$ cat config.mk
export PLATFORM = sky130hd
export DESIGN_NAME = mem_responder_flat
export DESIGN_NICKNAME = d
export VERILOG_FILES = /design/src/rtl/mem_responder_if.sv /design/src/rtl/mem_responder.sv /design/src/flat_wrapper.sv
export SDC_FILE = /design/constraint.sdc
export NUM_CORES = 1
export LEC_CHECK = 0
export CAP_MARGIN = 20
export CORE_ASPECT_RATIO = 0.7
export CORE_MARGIN = 1
export CORE_UTILIZATION = 40
export CTS_BUF_LIST = sky130_fd_sc_hd__clkbuf_8
export CTS_CLUSTER_SIZE = 12
export DETAILED_ROUTE_END_ITERATION = 10
export GPL_ROUTABILITY_DRIVEN = 0
export PLACE_DENSITY = 0.81
export RECOVER_POWER = 100
export SLEW_MARGIN = 20
export SYNTH_ARGS = -nofsm -noshare
export SYNTH_HDL_FRONTEND = slang
export SYNTH_SLANG_ARGS = --single-unit
$ cat constraint.sdc
create_clock -name Clk -period 3.85 [get_ports Clk]
set_input_delay 0.77 -clock Clk [delete_from_list [all_inputs] [get_ports Clk]]
set_output_delay 0.77 -clock Clk [all_outputs]
set_load 0.1 [all_outputs]
$ cat src/rtl/mem_responder_if.sv
// -----------------------------------------------------------------------------
// mem_responder_if
//   Bundles the CPU request side (MAR/MDR/MEM_RD/MEM_WE -> MDR_in/R/ERR), the
//   async SRAM pins and the board switch/hex I/O of the SLC-3 memory responder.
//   master : CPU-side / board view (drives requests, SRAM read data, switches)
//   slave  : the responder itself
// -----------------------------------------------------------------------------
interface mem_responder_if;
  logic [15:0] MAR;        // request address
  logic [15:0] MDR;        // write data
  logic        MEM_RD;     // read request, level, held until R
  logic        MEM_WE;     // write request, level, held until R
  logic [15:0] MDR_in;     // registered read data
  logic        R;          // one-cycle completion pulse
  logic        ERR;        // sticky read+write collision flag
  logic [15:0] SRAM_ADDR;  // SRAM address
  logic [15:0] SRAM_DQ_O;  // SRAM write data
  logic [15:0] SRAM_DQ_I;  // SRAM read data
  logic        SRAM_CE_N;  // chip enable, active-low
  logic        SRAM_OE_N;  // output enable, active-low
  logic        SRAM_WE_N;  // write enable, active-low
  logic [15:0] SW;         // board switches
  logic [15:0] HEX;        // hex display register

  modport master (
    output MAR, MDR, MEM_RD, MEM_WE, SRAM_DQ_I, SW,
    input  MDR_in, R, ERR, SRAM_ADDR, SRAM_DQ_O,
           SRAM_CE_N, SRAM_OE_N, SRAM_WE_N, HEX
  );

  modport slave (
    input  MAR, MDR, MEM_RD, MEM_WE, SRAM_DQ_I, SW,
    output MDR_in, R, ERR, SRAM_ADDR, SRAM_DQ_O,
           SRAM_CE_N, SRAM_OE_N, SRAM_WE_N, HEX
  );
endinterface

$ cat src/rtl/mem_responder.sv
// -----------------------------------------------------------------------------
// mem_responder
//   Memory-side responder for the SLC-3 MAR/MDR interface. Accepts a level
//   read/write request, runs a WAIT_STATES+1 cycle strobe window on the async
//   SRAM, returns read data on MDR_in and pulses R once. The request must drop
//   before another access is accepted (return-to-zero handshake).
//
// Ports
//   Clk      : system clock, rising edge
//   Reset_n  : asynchronous active-low reset
//   bus      : mem_responder_if.slave (CPU request, SRAM pins, SW/HEX)
//
// Parameters
//   WAIT_STATES : extra ACCESS cycles per access (0..15)
//   IO_ADDR     : memory-mapped I/O address
//
// Optional feature
//   IO_MAP_EN : when defined, accesses to IO_ADDR bypass the SRAM; reads return
//               SW, writes load HEX. When undefined HEX is tied to zero.
// -----------------------------------------------------------------------------
module mem_responder #(
  parameter int          WAIT_STATES = 2,
  parameter logic [15:0] IO_ADDR     = 16'hFFFF
) (
  input  logic            Clk,
  input  logic            Reset_n,
  mem_responder_if.slave  bus
);

  typedef enum logic [1:0] {IDLE, ACCESS, DONE, HOLD} state_t;

  state_t      r_state;
  state_t      w_state_nxt;
  logic        w_accept;
  logic        w_finish;
  logic        w_io_hit;
  logic [15:0] w_rd_data;

  logic [3:0]  r_cnt;
  logic        r_wr;
  logic        r_io;
  logic [15:0] r_addr;
  logic [15:0] r_dq;
  logic [15:0] r_mdr_in;
  logic        r_r;
  logic        r_err;
  logic        r_ce_n;
  logic        r_oe_n;
  logic        r_we_n;

  // I/O decode is evaluated on the live MAR at accept time only.
`ifdef IO_MAP_EN
  assign w_io_hit  = (bus.MAR == IO_ADDR);
  assign w_rd_data = r_io ? bus.SW : bus.SRAM_DQ_I;
`else
  assign w_io_hit  = 1'b0;
  assign w_rd_data = bus.SRAM_DQ_I;
`endif

  always_ff @(posedge Clk or negedge Reset_n) begin
    if (!Reset_n) r_state <= IDLE;
    else          r_state <= w_state_nxt;
  end

  always_comb begin
    w_state_nxt = r_state;
    w_accept    = 1'b0;
    w_finish    = 1'b0;
    case (r_state)
      IDLE: begin
        if (bus.MEM_RD || bus.MEM_WE) begin
          w_accept    = 1'b1;
          w_state_nxt = ACCESS;
        end
      end
      ACCESS: begin
        if (r_cnt == 4'd0) begin
          w_finish    = 1'b1;
          w_state_nxt = DONE;
        end
      end
      DONE: w_state_nxt = HOLD;
      HOLD: begin
        // Wait for the CPU to drop its request so a held level cannot retrigger.
        if (!bus.MEM_RD && !bus.MEM_WE) w_state_nxt = IDLE;
      end
      default: w_state_nxt = IDLE;
    endcase
  end

  // Strobes are registered: they go low on the accept edge and high again on
  // the edge that leaves ACCESS, so the low window is exactly WAIT_STATES+1.
  // R is registered from DONE, so it is high in the cycle after DONE.
  always_ff @(posedge Clk or negedge Reset_n) begin
    if (!Reset_n) begin
      r_cnt    <= 4'd0;
      r_wr     <= 1'b0;
      r_io     <= 1'b0;
      r_addr   <= 16'h0000;
      r_dq     <= 16'h0000;
      r_mdr_in <= 16'h0000;
      r_r      <= 1'b0;
      r_err    <= 1'b0;
      r_ce_n   <= 1'b1;
      r_oe_n   <= 1'b1;
      r_we_n   <= 1'b1;
    end else begin
      r_r <= (r_state == DONE);
      if (w_accept) begin
        r_addr <= bus.MAR;
        r_dq   <= bus.MDR;
        r_wr   <= bus.MEM_WE;
        r_io   <= w_io_hit;
        r_cnt  <= 4'(WAIT_STATES);
        if (bus.MEM_RD && bus.MEM_WE) r_err <= 1'b1;
        if (!w_io_hit) begin
          r_ce_n <= 1'b0;
          r_oe_n <= bus.MEM_WE;
          r_we_n <= ~bus.MEM_WE;
        end
      end
      if (r_state == ACCESS && !w_finish) r_cnt <= r_cnt - 4'd1;
      if (w_finish) begin
        r_ce_n <= 1'b1;
        r_oe_n <= 1'b1;
        r_we_n <= 1'b1;
        if (!r_wr) r_mdr_in <= w_rd_data;
      end
    end
  end

`ifdef IO_MAP_EN
  logic [15:0] r_hex;

  always_ff @(posedge Clk or negedge Reset_n) begin
    if (!Reset_n)                      r_hex <= 16'h0000;
    else if (w_finish && r_wr && r_io) r_hex <= r_dq;
  end

  assign bus.HEX = r_hex;
`else
  assign bus.HEX = 16'h0000;
`endif

  assign bus.MDR_in    = r_mdr_in;
  assign bus.R         = r_r;
  assign bus.ERR       = r_err;
  assign bus.SRAM_ADDR = r_addr;
  assign bus.SRAM_DQ_O = r_dq;
  assign bus.SRAM_CE_N = r_ce_n;
  assign bus.SRAM_OE_N = r_oe_n;
  assign bus.SRAM_WE_N = r_we_n;

endmodule
$ cat src/flat_wrapper.sv
// flat-port wrapper written by rule: the top's interface ports become plain ports
module mem_responder_flat 
#(
  parameter int          WAIT_STATES = 2,
  parameter logic [15:0] IO_ADDR     = 16'hFFFF
)
  (Clk, Reset_n, bus_MAR, bus_MDR, bus_MEM_RD, bus_MEM_WE, bus_SRAM_DQ_I, bus_SW, bus_MDR_in, bus_R, bus_ERR, bus_SRAM_ADDR, bus_SRAM_DQ_O, bus_SRAM_CE_N, bus_SRAM_OE_N, bus_SRAM_WE_N, bus_HEX);
  mem_responder_if bus_i ();
  input  logic Clk;
  input  logic Reset_n;
  input wire logic [$bits(bus_i.MAR)-1:0] bus_MAR;
  input wire logic [$bits(bus_i.MDR)-1:0] bus_MDR;
  input wire logic [$bits(bus_i.MEM_RD)-1:0] bus_MEM_RD;
  input wire logic [$bits(bus_i.MEM_WE)-1:0] bus_MEM_WE;
  input wire logic [$bits(bus_i.SRAM_DQ_I)-1:0] bus_SRAM_DQ_I;
  input wire logic [$bits(bus_i.SW)-1:0] bus_SW;
  output wire logic [$bits(bus_i.MDR_in)-1:0] bus_MDR_in;
  output wire logic [$bits(bus_i.R)-1:0] bus_R;
  output wire logic [$bits(bus_i.ERR)-1:0] bus_ERR;
  output wire logic [$bits(bus_i.SRAM_ADDR)-1:0] bus_SRAM_ADDR;
  output wire logic [$bits(bus_i.SRAM_DQ_O)-1:0] bus_SRAM_DQ_O;
  output wire logic [$bits(bus_i.SRAM_CE_N)-1:0] bus_SRAM_CE_N;
  output wire logic [$bits(bus_i.SRAM_OE_N)-1:0] bus_SRAM_OE_N;
  output wire logic [$bits(bus_i.SRAM_WE_N)-1:0] bus_SRAM_WE_N;
  output wire logic [$bits(bus_i.HEX)-1:0] bus_HEX;
  assign bus_i.MAR = bus_MAR;
  assign bus_i.MDR = bus_MDR;
  assign bus_i.MEM_RD = bus_MEM_RD;
  assign bus_i.MEM_WE = bus_MEM_WE;
  assign bus_i.SRAM_DQ_I = bus_SRAM_DQ_I;
  assign bus_i.SW = bus_SW;
  assign bus_MDR_in = bus_i.MDR_in;
  assign bus_R = bus_i.R;
  assign bus_ERR = bus_i.ERR;
  assign bus_SRAM_ADDR = bus_i.SRAM_ADDR;
  assign bus_SRAM_DQ_O = bus_i.SRAM_DQ_O;
  assign bus_SRAM_CE_N = bus_i.SRAM_CE_N;
  assign bus_SRAM_OE_N = bus_i.SRAM_OE_N;
  assign bus_SRAM_WE_N = bus_i.SRAM_WE_N;
  assign bus_HEX = bus_i.HEX;
  mem_responder #(.WAIT_STATES(WAIT_STATES), .IO_ADDR(IO_ADDR)) u_core (.Clk(Clk), .Reset_n(Reset_n), .bus(bus_i));
endmodule
==> flow_summary.rst <==
.. list-table::
   :header-rows: 1

   * - Metric
     - Value
   * - Outcome
     - complete, but fails checks
   * - Violated checks
     - design-rule violations, max-capacitance violations, max-slew violations
   * - Clock Sink Count
     - 60
   * - Final Cycle Share
     - 78.1%
   * - Average size of a mapped cell
     - 10.7 um2
   * - Worst-case clock buffer depth
     - 2
   * - Average routed wire per standard cell
     - between 10 and 15 um
   * - Number of I/O pins
     - 137
   * - Worst setup SP type
     - primary input
   * - RSZ-0062 raised after global routing
     - no
   * - Detailed-route via count
     - 1996
   * - Highest fanout seen on the critical path
     - 35
   * - Height of the die
     - 69.5 um
   * - Count of port buffers added during placement
     - 104
   * - Overall die area
     - 6830 um2
   * - Synth warnings
     - 0
   * - Reported max-cap violation count
     - 1
   * - Initial Utilization
     - between 40% and 50%
   * - Fraction of final layout cells sized beyond drive strength 1
     - 9.01%
   * - Cell Chain, Critical Path
     - dlygate4sd3_1 > o21ai_0 > clkbuf_1 > a31oi_1
   * - Cell area after placement
     - 3650 um2
   * - Post-synthesis instance area
     - between 2000 and 3000 um2
   * - First-iteration detailed-routing DRC count
     - about 90
   * - Class of the most critical setup path
     - in -> reg
   * - Largest net degree at the start of global routing
     - 36
   * - Global route total overflow
     - 0
   * - Post-Route Setup TNS
     - 0 ns
   * - Crit-path leading delay family
     - buffers and inverters
   * - Initial antenna violation count
     - 0
   * - Core outline area
     - 6250 um2
   * - Critical Path AT
     - 3.13 ns
   * - Headroom to the max-slew limit
     - -4.72%
   * - H-tree depth
     - 3
   * - CTS buffer count
     - 9
   * - Final routed wirelength across all metal layers
     - about 5700 um
   * - Clock-pin transition on the worst setup and hold timing paths
     - 0.06 ns
   * - Cells after synthesis
     - 242
   * - Final Slew Violations
     - 35
   * - Flip-flop and latch count after synthesis
     - 60
   * - Crit end category
     - register
   * - TritonCTS clock tree
     - yes
   * - DRC violations left
     - 10
   * - Number of global-route vias before repair
     - 1964
   * - Post-synthesis cell type with the largest combined area
     - dfrtp_1
   * - Buffer cell driving the clock tree root
     - clkbuf_8
   * - Area of all placed cells without fillers
     - between 3000 and 4000 um2
   * - Top area cells in the synthesized netlist
     - dfrtp_1 (55%), nand2_1 (15%), mux2_4 (6.3%)
   * - First-pass GRT wire length
     - ~9500 um
   * - Finished Layout Cells
     - 433
   * - Antenna diode count
     - 0
   * - HPWL Detailed
     - around 4000 um
   * - Final critical path time including I/O delays and setup
     - 3.01 ns
   * - Buffers & Inverters on Critical Path
     - 2
   * - Number of gates given a new drive strength after cts
     - 0
   * - Vias per cell
     - roughly 4.6
   * - Clock insertion delay at the later pin of the skew report
     - ~0.32 ns
   * - Final-report setup violation count
     - 0
   * - Highest-count cells in the layout ignoring fill and taps
     - nand2_1 (106), dfrtp_1 (57), dlygate4sd3_1 (54), clkdlybuf4s50_1 (49), conb_1 (16)
   * - Maximum operating frequency
     - 0.333 GHz
   * - Horizontal die dimension
     - 98.4 um
   * - Cell with the largest stage delay on the worst path
     - clkbuf_1
   * - Post-Route Skew
     - around 0.0049 ns
   * - Total global routing track utilization
     - 18.0%
   * - Critical path data required time
     - 3.98 ns
   * - Highest cell delay on the worst timing path
     - between 1 and 1.5 ns
   * - Instance count after placement with tap cells included
     - 418
   * - Commonest non-fill, non-tap cell in the layout
     - nand2_1
   * - Path type of the worst min-delay path
     - reg -> reg
   * - Share of synthesized area occupied by flip-flops and latches
     - 57.9%
   * - Pre-Repair DR Iteration Count
     - 8
   * - Number of nets at the end of the flow
     - between 400 and 500
   * - Hold violation total from the final report
     - 0
   * - Routed Antenna Nets
     - 0
   * - Syn-to-layout area delta
     - 43.3%
   * - Distinct cell type count of the synthesized netlist
     - 31
   * - Hold buffers post-CTS
     - 0
   * - Number of rows created at floorplan
     - 24
   * - Buffers inserted during post-CTS setup optimization
     - 0
   * - Fraction of synthesized cell area taken by the top area cell type
     - 54.8%
   * - Slew of the pin with the lowest slew margin
     - 1.57 ns
[cells in the mapped netlist]
library cell and n:
nand2_1 106, dfrtp_1 57, buf_4 16, mux2_4 11, ha_1 6, mux2_2 6, buf_2 4, inv_1 4
clkbuf_1 3, dfstp_2 3, a31o_2 2, nand3b_1 2, nor2_1 2, o21a_1 2, o21ai_0 2, a211oi_1 1
a221oi_4 1, a31oi_1 1, and3_1 1, buf_12 1, conb_1 1, mux2i_1 1, nand3_1 1, nand4b_1 1
nand4bb_2 1, nor2_4 1, nor3_1 1, o21ai_1 1, o21bai_1 1, or3b_4 1, xnor2_1 1
[through the flow]
step,utilization [%],hold WS (ns),setup WS [ns]
6_report,59.7,0.459,0.843
3_5_place_dp,58.4,0.456,1.43
4_1_cts,60.9,0.446,1.06
2_1_floorplan,-,0.452,2.06
5_1_grt,59.7,0.483,0.703
3_3_place_gp,58.4,0.447,1.43
[cell type report]
type	instances	area, um2
Inverter	4	15.0
Tap cell	78	97.6
Multi-Input combinational cell	169	907
Clock buffer	9	124
Timing Repair Buffer	107	1050
Clock inverter	6	32.5
Fill cell	534	2520
Sequential cell	60	1510
[cells by family after synthesis]
family                     share of synthesized area (%)
buffers and inverters                               7.17
DFF                                                 57.9
adders and majority gates                           2.89
xor gates and xnor gates                           0.337
muxes                                               9.33
other                                              0.144
AOI/OAI and AO/OA                                   3.66
and+or+nand+nor                                     18.6
[state kept, by name, summed over array words and instances, names as in the netlist, 2 cells and up]
signal	flops
u_core.bus.MDR_in	16
u_core.bus.SRAM_ADDR	16
u_core.bus.SRAM_DQ_O	16
u_core.r_cnt	4
u_core.r_state	2
[per-layer routing]
| metal | track usage (%) | vias up | routed length [um] |
|---|---|---|---|
| li1 | - | 961 | - |
| met1 | 24.4 | 969 | 2590 |
| met2 | 27.2 | 64 | 2670 |
| met3 | 6.65 | 2 | 372 |
| met4 | 4.98 | 0 | 29 |
| met5 | 0 | - | 0 |
[worst paths after layout]
check                                  start                      end  slack, ns  depth (start not counted)
setup reg to reg           u_core.r_state[1]    u_core.bus.MDR_in[15]       1.20                          5
min in group asynchronous            Reset_n  u_core.bus.SRAM_DQ_O[8]       0.78                          1
max in group asynchronous            Reset_n  u_core.bus.SRAM_ADDR[2]       1.56                          2
setup / recovery                  bus_MEM_RD          u_core.r_cnt[1]       0.84                          4
hold / removal                u_core.bus.ERR           u_core.bus.ERR       0.46                          1
hold reg to reg               u_core.bus.ERR           u_core.bus.ERR       0.46                          1
Power is left out: the tool's default activity adds up to more than one toggle a clock period on the data nets, which glitch-free logic cannot reach.
